==> src/rtl/i2c_master_reg_seq_pkg.sv <==
// Shared encodings for the I2C register-access sequencer: state codes, R/W address bit
// and the packed byte-controller command set.
package i2c_master_reg_seq_pkg;

    typedef enum logic [2:0] {
        SEQ_IDLE   = 3'd0,
        SEQ_ADDR_W = 3'd1,
        SEQ_REG    = 3'd2,
        SEQ_WDATA  = 3'd3,
        SEQ_ADDR_R = 3'd4,
        SEQ_RDATA  = 3'd5,
        SEQ_STOP   = 3'd6,
        SEQ_RESP   = 3'd7
    } seq_state_e;

    localparam logic I2C_ADDR_WR = 1'b0;
    localparam logic I2C_ADDR_RD = 1'b1;

    typedef struct packed {
        logic start;
        logic stop;
        logic read;
        logic write;
    } byte_cmd_t;

    localparam byte_cmd_t CMD_NONE     = '{start: 1'b0, stop: 1'b0, read: 1'b0, write: 1'b0};
    localparam byte_cmd_t CMD_START_WR = '{start: 1'b1, stop: 1'b0, read: 1'b0, write: 1'b1};
    localparam byte_cmd_t CMD_WR       = '{start: 1'b0, stop: 1'b0, read: 1'b0, write: 1'b1};
    localparam byte_cmd_t CMD_WR_STOP  = '{start: 1'b0, stop: 1'b1, read: 1'b0, write: 1'b1};
    localparam byte_cmd_t CMD_RD_STOP  = '{start: 1'b0, stop: 1'b1, read: 1'b1, write: 1'b0};
    localparam byte_cmd_t CMD_STOP     = '{start: 1'b0, stop: 1'b1, read: 1'b0, write: 1'b0};

    function automatic logic [7:0] addr_byte(input logic [6:0] dev, input logic rnw);
        return {dev, rnw};
    endfunction

endpackage

==> src/rtl/i2c_master_reg_seq.sv <==
// Register-access sequencer driving the I2C byte controller with Start/Write/Read/Stop.
// Optional per-byte watchdog enabled by defining I2C_SEQ_TIMEOUT_EN.
module i2c_master_reg_seq
    import i2c_master_reg_seq_pkg::*;
#(
    parameter int TIMEOUT_CYCLES = 65535,
    parameter int TO_W           = 16
) (
    input  logic       Clk,
    input  logic       Rst,
    input  logic       Req_valid,
    output logic       Req_ready,
    input  logic       Req_rnw,
    input  logic [6:0] Req_dev,
    input  logic [7:0] Req_reg,
    input  logic [7:0] Req_wdata,
    output logic       Rsp_valid,
    input  logic       Rsp_ready,
    output logic [7:0] Rsp_rdata,
    output logic       Rsp_nack,
    output logic       Rsp_al,
    output logic       Rsp_to,
    output logic       Start,
    output logic       Stop,
    output logic       Read,
    output logic       Write,
    output logic       Tx_ack,
    output logic [7:0] Txd_byte,
    input  logic [7:0] Rxd_byte,
    input  logic       I2C_done,
    input  logic       Rx_ack,
    input  logic       I2C_al
);

    if (TIMEOUT_CYCLES > 2**TO_W - 1) begin : g_bad_to_cfg
        $error("TIMEOUT_CYCLES does not fit in a TO_W-bit counter");
    end

    seq_state_e state;
    byte_cmd_t  cmd_q;
    logic       rnw_q;
    logic [6:0] dev_q;
    logic [7:0] reg_q;
    logic [7:0] wdata_q;
    logic       busy;
    logic       to_hit;

    assign {Start, Stop, Read, Write} = cmd_q;
    assign busy = (state != SEQ_IDLE) && (state != SEQ_RESP);

`ifdef I2C_SEQ_TIMEOUT_EN
    logic [TO_W-1:0] to_cnt;
    logic            to_q;
    assign to_hit = busy && (to_cnt == TO_W'(TIMEOUT_CYCLES - 1));
    assign Rsp_to = to_q;
`else
    assign to_hit = 1'b0;
    assign Rsp_to = 1'b0;
`endif

    always_ff @(posedge Clk) begin
        if (Rst) begin
            state     <= SEQ_IDLE;
            cmd_q     <= CMD_NONE;
            Tx_ack    <= 1'b0;
            Txd_byte  <= 8'h00;
            Req_ready <= 1'b1;
            Rsp_valid <= 1'b0;
            Rsp_rdata <= 8'h00;
            Rsp_nack  <= 1'b0;
            Rsp_al    <= 1'b0;
            rnw_q     <= 1'b0;
            dev_q     <= 7'h00;
            reg_q     <= 8'h00;
            wdata_q   <= 8'h00;
`ifdef I2C_SEQ_TIMEOUT_EN
            to_cnt    <= '0;
            to_q      <= 1'b0;
`endif
        end else begin
`ifdef I2C_SEQ_TIMEOUT_EN
            if (busy) to_cnt <= to_cnt + TO_W'(1);
`endif
            case (state)
                SEQ_IDLE: begin
                    if (Req_valid && Req_ready) begin
                        rnw_q     <= Req_rnw;
                        dev_q     <= Req_dev;
                        reg_q     <= Req_reg;
                        wdata_q   <= Req_wdata;
                        Req_ready <= 1'b0;
                        cmd_q     <= CMD_START_WR;
                        Tx_ack    <= 1'b0;
                        Txd_byte  <= addr_byte(Req_dev, I2C_ADDR_WR);
                        state     <= SEQ_ADDR_W;
`ifdef I2C_SEQ_TIMEOUT_EN
                        to_cnt    <= '0;
`endif
                    end
                end
                SEQ_RESP: begin
                    if (Rsp_ready) begin
                        Rsp_valid <= 1'b0;
                        Rsp_rdata <= 8'h00;
                        Rsp_nack  <= 1'b0;
                        Rsp_al    <= 1'b0;
                        Req_ready <= 1'b1;
                        state     <= SEQ_IDLE;
`ifdef I2C_SEQ_TIMEOUT_EN
                        to_q      <= 1'b0;
`endif
                    end
                end
                default: begin
                    // Priority: arbitration loss, then byte completion, then watchdog.
                    if (I2C_al) begin
                        cmd_q     <= CMD_NONE;
                        Tx_ack    <= 1'b0;
                        Rsp_al    <= 1'b1;
                        Rsp_valid <= 1'b1;
                        state     <= SEQ_RESP;
                    end else if (I2C_done) begin
                        cmd_q  <= CMD_NONE;
                        Tx_ack <= 1'b0;
`ifdef I2C_SEQ_TIMEOUT_EN
                        to_cnt <= '0;
`endif
                        case (state)
                            SEQ_ADDR_W, SEQ_REG, SEQ_ADDR_R: begin
                                if (Rx_ack) begin
                                    Rsp_nack <= 1'b1;
                                    cmd_q    <= CMD_STOP;
                                    state    <= SEQ_STOP;
                                end else if (state == SEQ_ADDR_W) begin
                                    cmd_q    <= CMD_WR;
                                    Txd_byte <= reg_q;
                                    state    <= SEQ_REG;
                                end else if (state == SEQ_ADDR_R) begin
                                    cmd_q    <= CMD_RD_STOP;
                                    Tx_ack   <= 1'b1;
                                    state    <= SEQ_RDATA;
                                end else if (rnw_q) begin
                                    cmd_q    <= CMD_START_WR;
                                    Txd_byte <= addr_byte(dev_q, I2C_ADDR_RD);
                                    state    <= SEQ_ADDR_R;
                                end else begin
                                    cmd_q    <= CMD_WR_STOP;
                                    Txd_byte <= wdata_q;
                                    state    <= SEQ_WDATA;
                                end
                            end
                            SEQ_WDATA: begin
                                if (Rx_ack) Rsp_nack <= 1'b1;
                                Rsp_valid <= 1'b1;
                                state     <= SEQ_RESP;
                            end
                            SEQ_RDATA: begin
                                Rsp_rdata <= Rxd_byte;
                                Rsp_valid <= 1'b1;
                                state     <= SEQ_RESP;
                            end
                            default: begin
                                Rsp_valid <= 1'b1;
                                state     <= SEQ_RESP;
                            end
                        endcase
                    end else if (to_hit) begin
                        cmd_q     <= CMD_NONE;
                        Tx_ack    <= 1'b0;
                        Rsp_valid <= 1'b1;
                        state     <= SEQ_RESP;
`ifdef I2C_SEQ_TIMEOUT_EN
                        to_q      <= 1'b1;
`endif
                    end
                end
            endcase
        end
    end

endmodule

==> config.mk <==
export PLATFORM = sky130hd
export DESIGN_NAME = i2c_master_reg_seq
export DESIGN_NICKNAME = d
export VERILOG_FILES = /design/src/rtl/i2c_master_reg_seq_pkg.sv /design/src/rtl/i2c_master_reg_seq.sv
export SDC_FILE = /design/constraint.sdc
export NUM_CORES = 1
export LEC_CHECK = 0
export ABC_AREA = 1
export BUFFER_PORTS_ARGS = -buffer_cell sky130_fd_sc_hd__buf_4
export CORE_UTILIZATION = 30
export DETAILED_ROUTE_END_ITERATION = 12
export HOLD_SLACK_MARGIN = 0.12
export PLACE_DENSITY = 0.49
export REMOVE_ABC_BUFFERS = 1
export SLEW_MARGIN = 40
export SYNTH_ARGS = -nofsm -noshare
export SYNTH_HDL_FRONTEND = slang
export SYNTH_SLANG_ARGS = --single-unit
==> constraint.sdc <==
create_clock -name Clk -period 1.3 [get_ports Clk]
set_input_delay 0.065 -clock Clk [delete_from_list [all_inputs] [get_ports Clk]]
set_output_delay 0.065 -clock Clk [all_outputs]
set_load 0.005 [all_outputs]
==> results of run 1 <==
[placed cells by master (no fill, tap or decap), drive strengths merged]
master | synthesis | routed
nand3 | 34 | 34
dfxtp | 51 | 51
dlygate4sd3 | 0 | 35
buf | 10 | 106
nand2 | 81 | 81
clkbuf | 7 | 6
clkinvlp | 0 | 1
a21oi | 61 | 61
nor2 | 13 | 13
conb | 1 | 1
nor3 | 10 | 10
or2 | 7 | 7
clkinv | 0 | 1
o211ai | 2 | 2
o21ai | 27 | 27
inv | 26 | 26
nand4 | 1 | 1
[flip-flops by register name, summed over array words and instances (netlist names), 3 cells and up]
signal / flops
reg_q: 8
wdata_q: 8
dev_q: 7
Txd_byte: 8
state: 3
Rsp_rdata: 8
[per-stage QoR]
step | utilization (%) | power [mW]
2_1_floorplan | - | 3.15
3_3_place_gp | 41.9 | 4.31
3_5_place_dp | 41.9 | 4.33
4_1_cts | 48.8 | 5.62
5_1_grt | 52.0 | 6.33
6_report | 52.0 | 5.93
[final timing paths]
| check | startpoint | endpoint | slack, ns | cells after the start |
|---|---|---|---|---|
| hold / removal | Rst | wdata_q[2] | 0.17 | 4 |
| setup reg to reg | state[0] | dev_q[0] | -0.07 | 9 |
| setup / recovery | state[0] | dev_q[0] | -0.07 | 9 |
| hold reg to reg | wdata_q[3] | wdata_q[3] | 0.46 | 2 |
[cells by family after synthesis]
group	count (synthesis)
compound gates	90
buf+inv	43
simple gates	146
other cells	1
flops	51
[power by group through the flow]
stage | clock (mW) | combinational [mW] | sequential, mW
3_3_place_gp | 0 | 2.29 | 2.02
6_report | 0.998 | 2.92 | 2.02
3_5_place_dp | 0 | 2.30 | 2.03
2_1_floorplan | 0 | 1.11 | 2.04
4_1_cts | 1.04 | 2.57 | 2.01
5_1_grt | 1.10 | 3.18 | 2.05
[area by class of cell]
class / instances / area [um2] / area share [%]
clock buffer: 6 / 82.6 / 2.06
clock inverter: 2 / 16.3 / 0.405
inverter: 26 / 108 / 2.68
multi-input combinational: 237 / 1370 / 34.0
sequential: 51 / 1030 / 25.6
tap: 102 / 128 / 3.18
timing repair buffer: 141 / 1290 / 32.0
[worst register-to-register path: stages, from the launching register on]
cell	delay (ns)
sky130_fd_sc_hd__dfxtp_2	0.35
sky130_fd_sc_hd__buf_6	0.12
sky130_fd_sc_hd__inv_4	0.05
sky130_fd_sc_hd__nand2_4	0.05
sky130_fd_sc_hd__nor2_4	0.17
sky130_fd_sc_hd__buf_12	0.14
sky130_fd_sc_hd__buf_6	0.10
sky130_fd_sc_hd__buf_8	0.12
sky130_fd_sc_hd__nand3_1	0.07
sky130_fd_sc_hd__a21oi_1	0.15
[routing by layer]
| layer | GRT usage [%] | share of wire (%) | up-vias |
|---|---|---|---|
| met2 | 30.4 | 51 | 64 |
| met3 | 2.85 | 3.5 | 5 |
| li1 | - | - | 1360 |
| met4 | 3.17 | 0.53 | 0 |
| met5 | 0 | 0 | - |
| met1 | 22.7 | 45 | 1244 |
[timing repair]
| action | CTS | global route |
|---|---|---|
| pin swaps | 3 | 20 |
| endpoints found under the setup margin | 44 | 51 |
| hold endpoints to repair | 37 | 0 |
| gates resized for setup | 16 | 65 |
| buffers inserted | 4 | 4 |
| hold buffers | 35 | 0 |
==> impl_summary.log, run 1 <==
[metrics] part of the total power dissipated in sequential elements: between 30% and 40%
[metrics] worst-case setup margin in the final layout: -0.0721 ns
[metrics] clk sink count: 51
[metrics] period utilization: 106%
[metrics] die height: between 90 and 100 um
[metrics] crit-path max cell delay: ~0.35 ns
[metrics] Clock Path Buffers: 2
[metrics] leading cell type by number of instances after synthesis: sky130_fd_sc_hd__nand2_1
[metrics] number of flops mapped to enable cells by yosys: 0
[metrics] number of optimization iterations in the first detailed-route pass: 6
[metrics] Max Fanout on Critical Path: 8
[metrics] root buf cell: sky130_fd_sc_hd__clkbuf_8
[metrics] antenna violation net count after detailed routing: 0
[metrics] Main synth FF type: sky130_fd_sc_hd__dfxtp_1
[metrics] final hold violations: 0
[metrics] number of distinct library cells after synthesis: 25
[metrics] Yosys warnings: 0
[metrics] I/O Pins: 65
[metrics] multiplexer share of the synthesized area: 0%
[metrics] Internal: approximately 3.7 mW
[metrics] count of buffering cells on the critical path with inverters included: 5
[metrics] violations in the final reports: negative setup slack
[metrics] cell chain of the critical path: buf_6 -> inv_4 -> nand2_4 -> nor2_4 -> buf_12 -> buf_6 -> buf_8 -> nand3_1 -> a21oi_1
[metrics] area share of fa/ha/maj cells after synthesis: 0%
[metrics] static leakage: about 1.7 nW
[metrics] Placed Instances: 514
[metrics] setup-violating endpoint count in the final report: 44
[metrics] register area share after synthesis: a little over two fifths
[metrics] Synth Area in Compound Gates: about a fifth
[metrics] TritonCTS buffer count: 5
[metrics] fmax: around 0.73 GHz
[metrics] capturing element type of the critical path: flip-flop
[metrics] WP data required: between 1.5 and 2 ns
[metrics] worst skew pair latency: ~0.31 ns
[metrics] FF+latch count, synth: 51
[metrics] leading cell types by count after synthesis: sky130_fd_sc_hd__nand2_1 (72), sky130_fd_sc_hd__a21oi_1 (59), sky130_fd_sc_hd__dfxtp_1 (51), sky130_fd_sc_hd__nand3_1 (32), sky130_fd_sc_hd__o21ai_0 (24)
[metrics] post-route cell area: between 4000 and 5000 um2
[metrics] Fin Clk Skew: around 0.0096 ns
[metrics] routed wire length per instance: 12.9 um
[metrics] unrepaired setup endpoints after global routing: true
[metrics] effective utilization at floorplan: roughly 31%
[metrics] main combinational cell family by area after synthesis: simple AND/OR/NAND/NOR gates
[metrics] antenna violations before repair: 0
[metrics] area added between synthesis and finish: 67.2%
[metrics] path type of the worst min-delay path: input pin to flip-flop
[metrics] power density cells: approximately 1500 nW/um2
[metrics] number of DRC violations after detailed-routing iteration 0: 100
[metrics] switching fraction of total power: a little under two fifths
[metrics] synthesized area per cell: a little over 7 um2
[metrics] biggest area contributors in the synthesized netlist: sky130_fd_sc_hd__dfxtp_1 (43%), sky130_fd_sc_hd__a21oi_1 (12%), sky130_fd_sc_hd__nand2_1 (11%), sky130_fd_sc_hd__nand3_1 (6.7%), sky130_fd_sc_hd__o21ai_0 (5.0%)
[metrics] Min Clock Period, post-route: 1.37 ns
[metrics] Psw: approximately 2.2 mW
[metrics] post-synthesis cell area: roughly 2400 um2
[metrics] CTS HTree Levels: 2
[metrics] Crit path max-delay family: buffers and inverters
[metrics] share of cells above drive strength 1: 40.0%
[metrics] num rows: 32
[metrics] Port-buffer cells: 63
[metrics] number of global-route vias before repair: ~2.5k
[metrics] placeable core region: 7730 um2
[metrics] number of nets in the finished design: between 500 and 600
[metrics] result of the run: finished with violations
[metrics] number of max-slew violations in the final report: 0
[metrics] DRC violations left: 0
[metrics] max-cap violations: 0
[metrics] area share of the largest cell type after synthesis: a little over two fifths
[metrics] peak supply drop: 0.725 mV
[metrics] Cell Area, Placed: approximately 3200 um2
[metrics] global route total overflow: 0
[metrics] drt via density: about 4.7
[metrics] global-route wire length before repair: roughly 12000 um
[metrics] via total after detailed routing: between 2k and 3k
[metrics] combinational fraction of design power: between 40% and 50%
[metrics] Overall Global Routing Usage: ~17%
[metrics] synthesized instance count: about 330
[metrics] clock tree from TritonCTS: done
[metrics] crit path DAT: around 1.6 ns
[metrics] layout filler cell count: ~800
[metrics] Post-Route Hold Slack: between 0.15 and 0.2 ns
[metrics] XOR/XNOR share of the synthesized area: 0%
[metrics] ant diodes: 0
[metrics] CP startpoint kind: flip-flop
[metrics] simple logic cell fraction of the synthesized area: between 20 and 30%
[metrics] cell with the largest stage delay on the worst path: sky130_fd_sc_hd__dfxtp_2
[metrics] post-place setup slack: -0.152 ns
[metrics] crit-path most repeated cell: sky130_fd_sc_hd__buf_6
[metrics] top cell type by total area after synthesis: sky130_fd_sc_hd__dfxtp_1
[metrics] width of the chip: 91.5 um
[metrics] pin count of the biggest net entering global routing: 36
[metrics] category of the critical setup timing path: flip-flop to flip-flop
[metrics] clock network power share: 16.8%
[metrics] final sum of negative setup slack: -1.40 ns
[metrics] DP Wirelength: roughly 5000 um
[metrics] die footprint: 8370 um2
[metrics] Routed WL: roughly 7300 um
[metrics] asr flop ratio synth: 0%
[metrics] non-filler cells, final: around 570
[metrics] final weighted congestion of routability-driven global placement: about 0.79
[metrics] clock-pin slew on the worst setup and hold paths: ~0.1 ns
(Power assumes the default switching activity.)
==> run 2, diff against run 1 <==
--- a/config.mk
+++ b/config.mk
@@ -7,10 +7,10 @@
 export LEC_CHECK = 0
 export ABC_AREA = 1
 export BUFFER_PORTS_ARGS = -buffer_cell sky130_fd_sc_hd__buf_4
-export CORE_UTILIZATION = 30
+export CORE_UTILIZATION = 47
 export DETAILED_ROUTE_END_ITERATION = 12
 export HOLD_SLACK_MARGIN = 0.12
-export PLACE_DENSITY = 0.49
+export PLACE_DENSITY = 0.73
 export REMOVE_ABC_BUFFERS = 1
 export SLEW_MARGIN = 40
 export SYNTH_ARGS = -nofsm -noshare
==> run 2 against run 1 <==
  * The flow still finishes with violations (negative setup slack)
  * Combinational power increased by 5%
  * Cell count shrank 5.8%
  * Sequential power about the same
  * Register-to-register slack got worse by 0.10 ns
  * Global-route usage increased by 13 points
  * Critical path type unchanged
==> impl_summary.log, run 2 (synthesized netlist as in run 1, its figures left out) <==
[metrics] switching fraction of total power: 39.3% (+2.5 points)
[metrics] hold path start: Rx_ack
[metrics] violations in the final reports: negative setup slack
[metrics] via total after detailed routing: 2960 (+11%)
[metrics] worst-case setup margin in the final layout: -0.174 ns (-0.102 ns)
[metrics] ant diodes: 0 (unchanged)
[metrics] cell with the largest stage delay on the worst path: sky130_fd_sc_hd__dfxtp_2
[metrics] Max Fanout on Critical Path: 5 (-3)
[metrics] root buf cell: sky130_fd_sc_hd__clkbuf_8
[metrics] Critical R2R Launch: state[0]
[metrics] most frequent cells in the layout: sky130_fd_sc_hd__buf_4 (90), sky130_fd_sc_hd__nand2_1 (59), sky130_fd_sc_hd__dfxtp_1 (48), sky130_fd_sc_hd__a21oi_1 (39), sky130_fd_sc_hd__dlygate4sd3_1 (36)
[metrics] number of global-route vias before repair: 2753 (+11%)
[metrics] setup-violating endpoint count in the final report: 47 (+6.8%)
[metrics] clock-pin slew on the worst setup and hold paths: 0.09 ns (about the same)
[metrics] TritonCTS buffer count: 5 (unchanged)
[metrics] area added between synthesis and finish: 68.6%
[metrics] Internal: 3.69 mW (-1.6%)
[metrics] WP data required: 1.54 ns (about the same)
[metrics] cell count of the worst reg-to-reg path: 10 (+1)
[metrics] Min-Delay Endpoint: Stop
[metrics] capturing element type of the critical path: flip-flop
[metrics] non-filler cells, final: 532 (-5.8%)
[metrics] period utilization: 113% (+7.8 points)
[metrics] global route total overflow: 0 (unchanged)
[metrics] end-of-flow core utilization: 84.1% (+32 points)
[metrics] part of the total power dissipated in sequential elements: 33.7% (-0.3 points)
[metrics] clk sink count: 51 (unchanged)
[metrics] antenna violations before repair: 0 (unchanged)
[metrics] die height: 73.5 um (-20%)
[metrics] routed wire length per instance: 16.6 um (+28%)
[metrics] Fin Clk Skew: 0.00614 ns (-0.00345 ns)
[metrics] worst skew pair latency: 0.31 ns (about the same)
[metrics] unrepaired setup endpoints after global routing: true
[metrics] commonest non-fill, non-tap cell in the layout: sky130_fd_sc_hd__buf_4
[metrics] number of max-slew violations in the final report: 0 (unchanged)
[metrics] num rows: 25 (-22%)
[metrics] Clock Path Buffers: 2 (unchanged)
[metrics] result of the run: finished with violations
[metrics] count of buffering cells on the critical path with inverters included: 3 (-2)
[metrics] I/O Pins: 65 (unchanged)
[metrics] die footprint: 5400 um2 (-35%)
[metrics] combinational fraction of design power: 50.8% (+1.6 points)
[metrics] number of optimization iterations in the first detailed-route pass: 5 (-1)
[metrics] effective utilization at floorplan: 49.9% (+19 points)
[metrics] reg2reg setup slack: -0.17 ns (-0.10 ns)
[metrics] pin count of the biggest net entering global routing: 22 (-39%)
[metrics] placeable core region: 4820 um2 (-38%)
[metrics] cell chain of the critical path: buf_6 -> inv_4 -> nand2_4 -> nor2_4 -> buf_6 -> nand2_8 -> nand2_8 -> nor2_4 -> nand3_2 -> a21oi_2
[metrics] category of the critical setup timing path: flip-flop to flip-flop
[metrics] clock network power share: 15.6% (-1.2 points)
[metrics] CP startpoint kind: flip-flop
[metrics] power density cells: 1500 nW/um2 (+1.6%)
[metrics] Routed WL: 8850 um (+21%)
[metrics] number of DRC violations after detailed-routing iteration 0: 194 (+94%)
[metrics] antenna violation net count after detailed routing: 0 (unchanged)
[metrics] static leakage: 1.72 nW (+0.66%)
[metrics] DP Wirelength: 4280 um (-13%)
[metrics] CTS HTree Levels: 2 (unchanged)
[metrics] Overall Global Routing Usage: 30.1% (+13 points)
[metrics] global-route wire length before repair: 12400 um (+6.3%)
[metrics] DRC violations left: 0 (unchanged)
[metrics] final sum of negative setup slack: -3.76 ns (-2.37 ns)
[metrics] final hold violations: 0 (unchanged)
[metrics] crit path DAT: 1.71 ns (+0.10 ns)
[metrics] path type of the worst min-delay path: input pin to flip-flop
[metrics] Psw: 2.39 mW (+9.3%)
[metrics] max-cap violations: 0 (unchanged)
[metrics] end of the worst register-to-register path: Txd_byte[3]
[metrics] crit-path max cell delay: 0.37 ns (+0.02 ns)
[metrics] drt via density: 5.56 (+18%)
[metrics] Crit path max-delay family: simple AND/OR/NAND/NOR gates
[metrics] share of cells above drive strength 1: 43.4% (+3.5 points)
[metrics] Port-buffer cells: 63 (unchanged)
[metrics] fmax: 0.678 GHz (-6.9%)
[metrics] hold path cells: 5 (+1)
[metrics] number of nets in the finished design: 504 (+0.60%)
[metrics] peak supply drop: 0.777 mV (+7.1%)
[metrics] final weighted congestion of routability-driven global placement: 0.797 (+0.37%)
[metrics] Min Clock Period, post-route: 1.47 ns (+0.102 ns)
[metrics] Placed Instances: 475 (-7.6%)
[metrics] clock tree from TritonCTS: done
[metrics] width of the chip: 73.5 um (-20%)
## run 2: routing by layer
metal | vias to the layer above | GRT usage (%) | wire [um] | part of all wire (%)
met4 | 0 | 14.1 | 294 | 3.3
met5 | - | 0 | 0 | 0
met3 | 37 | 5.49 | 582 | 6.6
met1 | 1379 | 35.2 | 3510 | 40
met2 | 171 | 53.1 | 4470 | 50
li1 | 1373 | - | - | -
## run 2: worst max path at each step
stage	start	to	cells after the start
after global placement	state[2]	Txd_byte[1]	5
after detailed placement	state[2]	Txd_byte[1]	5
after CTS	state[0]	Txd_byte[3]	10
after global routing	state[0]	Rsp_rdata[4]	8
final	state[0]	Txd_byte[3]	10
after floorplan	state[1]	reg_q[0]	6
## run 2: final cells by class
class,count,area (um2)
multi-input combinational,238,1470
sequential,51,1020
clock buffer,6,82.6
fill,289,767
timing repair buffer,143,1280
inverter,26,108
clock inverter,1,5.00
tap,67,83.8
## run 2: timing repair
| action | CTS | global route |
|---|---|---|
| endpoints found under the setup margin | 40 | 51 |
| gates cloned | 3 | 1 |
| resized for setup | 66 | 44 |
| pin swaps | 22 | 20 |
| hold buffers | 36 | 0 |
| buffers inserted | 10 | 2 |
| hold endpoints to repair | 41 | 0 |
## run 2: through the flow
step | cell area, um2 | hold WS [ns] | power, mW | setup slack, ns
floorplan | 2300 | 0.127 | 3.15 | -0.351
global placement | 3110 | 0.312 | 4.14 | -0.113
detailed placement | 3110 | 0.325 | 4.18 | -0.166
CTS | 3890 | 0.179 | 5.73 | -0.102
global route | 4050 | 0.221 | 6.34 | -0.240
finish | 4050 | 0.193 | 6.08 | -0.174
## run 2: worst min-delay path, delay by kind of cell
kind	cells	cell delay [ns]
AO/OA/AOI/OAI	1	0.12
AND/OR/NAND/NOR	2	0.14
buffers and inverters	2	0.13
## run 2: power groups by stage
stage	sequential, mW	combinational (mW)	clock (mW)
finish	2.05	3.08	0.947
global route	2.06	3.26	1.01
CTS	2.01	2.76	0.957
detailed placement	2.03	2.16	0
global placement	2.02	2.13	0
floorplan	2.04	1.11	0
